===== src/rtl/serpent_subkey_store.sv =====
// Subkey buffer for the Serpent round core: captures the 33 round subkeys from
// the key schedule, tracks which entries are present and serves them with one-cycle read latency.
module serpent_subkey_store #(
   parameter int NUM_SUBKEYS = 33,
   parameter int WIDTH       = 128,
   parameter int AW          = 6
) (
   input  logic             i_clk,
   input  logic             i_rst,
   input  logic             i_clear,
   input  logic [WIDTH-1:0] i_subkey,
   input  logic [AW-1:0]    i_address,
   input  logic             i_subkey_valid,
   input  logic             i_rd_en,
   input  logic [AW-1:0]    i_rd_addr,
   output logic [WIDTH-1:0] o_rd_subkey,
   output logic             o_rd_valid,
   output logic             o_rd_miss,
   output logic             o_ready,
   output logic [AW-1:0]    o_count,
   output logic             o_addr_err
);

   localparam logic [AW-1:0]          NUM_A   = AW'(NUM_SUBKEYS);
   localparam logic [NUM_SUBKEYS-1:0] ONE_HOT = {{(NUM_SUBKEYS-1){1'b0}}, 1'b1};

   logic [WIDTH-1:0]       subkey_mem [NUM_SUBKEYS];
   logic [NUM_SUBKEYS-1:0] bitmap_q, bitmap_d;
   logic [AW-1:0]          count_q, count_d;
   logic                   ready_q, ready_d;
   logic                   addr_err_q, addr_err_d;
   logic [WIDTH-1:0]       rd_subkey_q, rd_subkey_d;
   logic                   rd_valid_q, rd_valid_d;
   logic                   rd_miss_q, rd_miss_d;

   logic [NUM_SUBKEYS-1:0] wr_mask, rd_mask;
   logic                   wr_in_range, rd_in_range, wr_en, wr_new, rd_hit;

   always_comb begin
      // Shifting past the top bit yields an empty mask for out-of-range indices.
      wr_mask     = ONE_HOT << i_address;
      rd_mask     = ONE_HOT << i_rd_addr;
      wr_in_range = (i_address < NUM_A);
      rd_in_range = (i_rd_addr < NUM_A);
      wr_en       = i_subkey_valid & wr_in_range & ~i_clear & ~i_rst;
      wr_new      = wr_en & ~(|(bitmap_q & wr_mask));
      rd_hit      = rd_in_range & (|(bitmap_q & rd_mask));
   end

   always_comb begin
      bitmap_d   = bitmap_q;
      count_d    = count_q;
      addr_err_d = addr_err_q;
      if (i_clear) begin
         bitmap_d   = '0;
         count_d    = '0;
         addr_err_d = 1'b0;
      end else begin
         if (wr_en) bitmap_d = bitmap_q | wr_mask;
         if (wr_new) count_d = count_q + 1'b1;
         if (i_subkey_valid && !wr_in_range) addr_err_d = 1'b1;
      end
      ready_d = (count_d == NUM_A);
   end

   // Read uses pre-edge bitmap and memory contents, giving read-first behaviour.
   always_comb begin
      rd_valid_d  = i_rd_en;
      rd_miss_d   = i_rd_en & ~rd_hit;
      rd_subkey_d = rd_subkey_q;
      if (i_rd_en) rd_subkey_d = rd_hit ? subkey_mem[i_rd_addr] : '0;
   end

   always_ff @(posedge i_clk) begin
      if (wr_en) subkey_mem[i_address] <= i_subkey;
   end

   always_ff @(posedge i_clk or posedge i_rst) begin
      if (i_rst) begin
         bitmap_q    <= '0;
         count_q     <= '0;
         ready_q     <= 1'b0;
         addr_err_q  <= 1'b0;
         rd_subkey_q <= '0;
         rd_valid_q  <= 1'b0;
         rd_miss_q   <= 1'b0;
      end else begin
         bitmap_q    <= bitmap_d;
         count_q     <= count_d;
         ready_q     <= ready_d;
         addr_err_q  <= addr_err_d;
         rd_subkey_q <= rd_subkey_d;
         rd_valid_q  <= rd_valid_d;
         rd_miss_q   <= rd_miss_d;
      end
   end

   assign o_rd_subkey = rd_subkey_q;
   assign o_rd_valid  = rd_valid_q;
   assign o_rd_miss   = rd_miss_q;
   assign o_ready     = ready_q;
   assign o_count     = count_q;
   assign o_addr_err  = addr_err_q;

endmodule


===== config.mk =====
export PLATFORM = sky130hd
export DESIGN_NAME = serpent_subkey_store
export DESIGN_NICKNAME = d
export VERILOG_FILES = /design/src/rtl/serpent_subkey_store.sv
export SDC_FILE = /design/constraint.sdc
export NUM_CORES = 2
export LEC_CHECK = 0
export CORE_MARGIN = 1
export CORE_UTILIZATION = 50
export CTS_CLUSTER_SIZE = 16
export DETAILED_ROUTE_END_ITERATION = 8
export PLACE_DENSITY = 0.66
export SYNTH_ARGS = -nofsm -noshare
export SYNTH_HDL_FRONTEND = slang
export SYNTH_MEMORY_MAX_BITS = 65536
export SYNTH_SLANG_ARGS = --single-unit

===== constraint.sdc =====
create_clock -name i_clk -period 6.9 [get_ports i_clk]
set_input_delay 1.035 -clock i_clk [delete_from_list [all_inputs] [get_ports i_clk]]
set_output_delay 1.035 -clock i_clk [all_outputs]
set_load 0.05 [all_outputs]

== After elaboration in Yosys (flattened, before gate mapping) ==
Memories as Yosys holds them, arrays and structs flattened.
Index checks and enable logic that the tools add are counted.
Cells by class
  bitwise gates (word level): 13
  $add $sub $neg: 1
  shift-type cells: 2
  equality and inequality tests: 1
  $lt $le $gt $ge: 2
  muxes and demuxes: 9
  reduce and logical (&&, ||, !) cells: 6
Operator list (number)
  128-bit 2-to-1 mux: 1
  33-bit bitwise AND: 2
  33-bit 2-to-1 mux: 2
  33-bit OR reduction: 2
  1-bit by 6-bit << shifter with 33-bit output (first input constant): 2
  33-bit OR: 1
  6-bit less-than comparator (second input constant): 2
  6-bit 2-to-1 mux: 2
  6-bit by 1-bit adder with 6-bit output (second input constant): 1
  1-bit bitwise AND: 6
  6-bit == test (second input constant): 1
  1-bit 2-to-1 mux: 4
  1-bit inverter: 4
  2-bit nonzero test: 2
  1-bit logical AND: 1
  1-bit zero test: 1
Word-level totals
  bits of input ports: 145
  memories kept: 1
  RAM bits: 4224
  output and inout port bits: 138
  register bits after elaboration: 171
Memories
  subkey_mem: words 33, bits a word 128, read ports 1, clocked after memory_dff 0, write ports 1, line 27  | logic [WIDTH-1:0] subkey_mem [NUM_SUBKEYS];

== Longest topological paths before layout ==
  depth after elaboration: 8
  depth in mapped cells: 13
  mapped depth without buffers: 7

== Worst setup path before layout ==
Ideal clock, no wire load.
  path kind: input -> register
  start point: input i_rst
  end point: memory subkey_mem[16][0], enable pin
  slack: -0.884 ns
  data required time: 6.281 ns
  arrival: 7.165 ns
  stages on the path: 3
  path through: nor3b_1 -> nand3_1 -> nor2_1
On the way
  longest elaborated chain between the ends: 4
RTL lines
  start: declaration: line 9  | input logic i_rst,
  1-bit inverter: line 45  | wr_en = i_subkey_valid & wr_in_range & ~i_clear & ~i_rst;
  1-bit bitwise AND: line 45
  1-bit 2-to-1 mux: line 75  | if (wr_en) subkey_mem[i_address] <= i_subkey;
  1-bit 2-to-1 mux (not written as such): line 75
  end: declaration: line 27
No other way between the ends.

== Final worst setup path ==
  start point: input i_clear
  end point: register bitmap_q[18]
On the way
  longest elaborated chain between the ends: 4
  elaborated cells on any way between the ends: 5
  classes of those cells: mux (1); bitwise (3); reduce/logical (1)
RTL lines
  start: declaration: line 10  | input logic i_clear,
  1-bit inverter: line 45
  1-bit bitwise AND (2 in a row): line 45
  2-bit nonzero test (no source line)
  end signal: assignment: line 88  | bitmap_q <= bitmap_d;
  end: declaration: line 28  | logic [NUM_SUBKEYS-1:0] bitmap_q, bitmap_d;
Several ways; a longest one is shown, not always the timed one.
A chain may end at the register's enable or synchronous reset.

==> results.md <==
- Result of the run: finished, final reports clean
- Yosys reg bits: 4395
- Count leader, synth: edfxtp_1
- Global-route wire length before repair: about 590000 um
- Die X: 582 um
- Final-report hold violation count: 0
- Routability Congestion: around 0.76
- Initial antenna violation count: 45
- Drc violations: 0
- Max VDD drop: around 0.00022 V
- Synth top area cells: edfxtp_1 (75%), mux4_2 (15%), dfrtp_1 (2.5%)
- Power density over the cells: 290 mW/mm2
- Layout cells sized above 1: 26.0%
- Clock transition at the registers of the reported paths: 0.06 ns
- Vias in the first global route: 81256
- Clock sink count: 4395
- Mean Syn Cell Area: 23.2 um2
- CTS resizes: 0
- Post-DP HPWL: about 200000 um
- Pin count of the biggest net entering global routing: 124
- Fillers: between 20000 and 25000
- Max Cap Viol: 0
- CTS max path bufs: 4
- Tot GR Track Use: about a quarter
- Kind of critical path: input port to register
- Worst min path class: input port to register
- Initial Utilization: 50.3%
- Yosys top cell by area: edfxtp_1
- Fmax: between 0.15 and 0.2 GHz
- Unique cell type count in the Yosys netlist: 60
- Setup violations, final: 0
- Final Max Tran Viols: 0
- Ports: 283
- Min Tclk post-route: between 5 and 6 ns
- Top cells by count, synth: edfxtp_1 (4224), mux4_2 (1152), nor2_1 (349)
- Detailed Routing Iterations Pass 1: 7
- Routed WL: between 400000 and 500000 um
- Post CTS Setup Buffer Count: 0
- Hold buffers post-CTS: 0
- Net Count, Synth: 7402
- Syn Inst Count: 7256
- Final Skew: 0.0536 ns
- Row count: 212
- Via count: approximately 80000
- Final Util: 57.1%
- Worst setup EP type: register
- Total gr overflow: 0
- CORE AREA: 0.334 mm2
- Final Cycle Share: 73.9%
- PortBufs: around 280
- Arrival time worst endpoint: between 5 and 6 ns
- Worst-Margin Slew: ~1.4 ns
- Async set-reset flop share out of synthesis: 3.89%
- Synth Cell Area: 0.168 mm2
- Area grow syn2layout: 13.5%
- Antenna viol nets, final: 0
- Drt initial violations: 9482
- Setup crit start kind: input port
- Top_reg_cell synth: edfxtp_1
- Slew HR: 7.16%
- WP data required: 7.76 ns
- Clock Tree Root: clkbuf_16
- Setup TNS: 0 ns
- Routed length per placed instance: 33.1 um
- Full die area: 0.339 mm2
- CP Max Fanout: 88
- Leakage power: a little under 60 nW
- CTS tree: yes
- Post-synth EDFFs: approximately 4200
- Sequential-to-total area share from yosys stat: 77.9%
- Top cell type's share of synthesized area: 75.4%
- Worst-skew pair later-pin latency: roughly 0.96 ns
- Die Ht: 582 um
- Inserted Clock Buffers: 435
- Nets: about 8000
- Vias per cell: 6.42
- Synthesis Warnings: 0
- CTS H-tree depth: 5
- Unrepaired setup endpoints after global routing: false
power breakdown:
part           internal [W]  total [W]  switching [W]
clock                0.0133     0.0231        0.00986
combinational       0.00108    0.00284        0.00176
sequential           0.0294     0.0295      0.0000855
total                0.0438     0.0555         0.0117
cell families after synthesis:
| kind of cell | count (synthesis) | synth area share, % |
|---|---|---|
| flip-flops | 4395 | 77.9 |
| multiplexers | 1299 | 16.3 |
| AO/OA/AOI/OAI | 569 | 2.66 |
| AND/OR/NAND/NOR | 549 | 1.53 |
| buffers and inverters | 438 | 1.53 |
| XOR/XNOR | 5 | 0.0260 |
| adder cells (fa/ha/maj) | 1 | 0.00744 |
worst max-delay path, stage by stage:
cell and delay (ns):
clkdlybuf4s50_1 0.40, buf_4 0.26, nor3b_1 1.13, nand3_1 1.00, nor2_4 0.37, buf_12 0.68, buf_4 0.54, nor2_1 0.15
nor2_1 0.22
final cells by class:
| type | instances | area, um2 | share of cell area (%) |
|---|---|---|---|
| Antenna cell | 9 | 22.5 | 0.0118 |
| Clock buffer | 603 | 12100 | 6.34 |
| Tap cell | 4387 | 5490 | 2.87 |
| Timing Repair Buffer | 472 | 5520 | 2.89 |
| Inverter | 4 | 22.5 | 0.0118 |
| Clock inverter | 200 | 1860 | 0.976 |
| Multi-Input combinational cell | 2423 | 34800 | 18.2 |
| Sequential cell | 4395 | 131000 | 68.7 |
placed cells by master, fill, tap and decap left out, drive strengths merged, types with 132 or more instances in the layout:
cell	netlist	final
clkbuf	137	603
dfrtp	171	171
mux2i	141	141
nor2b	132	132
nor2	349	349
a211oi	258	258
buf	297	197
clkdlybuf4s50	0	275
mux4	1152	1152
clkinv	0	153
a21oi	139	139
edfxtp	4224	4224
metrics by stage:
stage / setup slack, ns / area (um2) / total power (W) / instances / hold slack, ns
2_1_floorplan: -0.884 / 168000 / 0.0317 / 7256 / 0.479
3_3_place_gp: 0.927 / 177000 / 0.0328 / 11681 / 0.504
3_5_place_dp: 0.958 / 177000 / 0.0329 / 11681 / 0.493
4_1_cts: 1.92 / 191000 / 0.0558 / 12484 / 0.435
5_1_grt: 1.73 / 191000 / 0.0570 / 12489 / 0.475
6_report: 1.80 / 191000 / 0.0555 / 12493 / 0.489
flip-flops by register name, indices dropped and copies added (netlist names):
name	flops
o_rd_miss	1
o_addr_err	1
o_rd_valid	1
bitmap_q	33
o_rd_subkey	128
o_ready	1
subkey_mem	4224
o_count	6
per-layer routing:
metal  wire (um)  part of all wire (%)  vias up  track usage, %
li1            -                     -    31936               -
met4        7890                   1.9       22            4.89
met5         139                 0.034        -               0
met1      170000                    41    43678            35.9
met2      198000                    48     3960            38.6
met3       37000                   9.0      561            4.45
final timing paths:
path | from | slack [ns] | end | cells after the start
max | i_clear | 1.80 | bitmap_q[18] | 9
min | i_rd_en | 0.49 | o_rd_valid | 1
max reg2reg | bitmap_q[19] | 4.18 | o_rd_subkey[70] | 7
min reg2reg | o_addr_err | 0.51 | o_addr_err | 2
max in group asynchronous | i_rst | 4.97 | o_rd_subkey[107] | 3
min in group asynchronous | i_rst | 0.61 | o_rd_subkey[51] | 2
No activity file was read; power rests on OpenSTA's default activity.
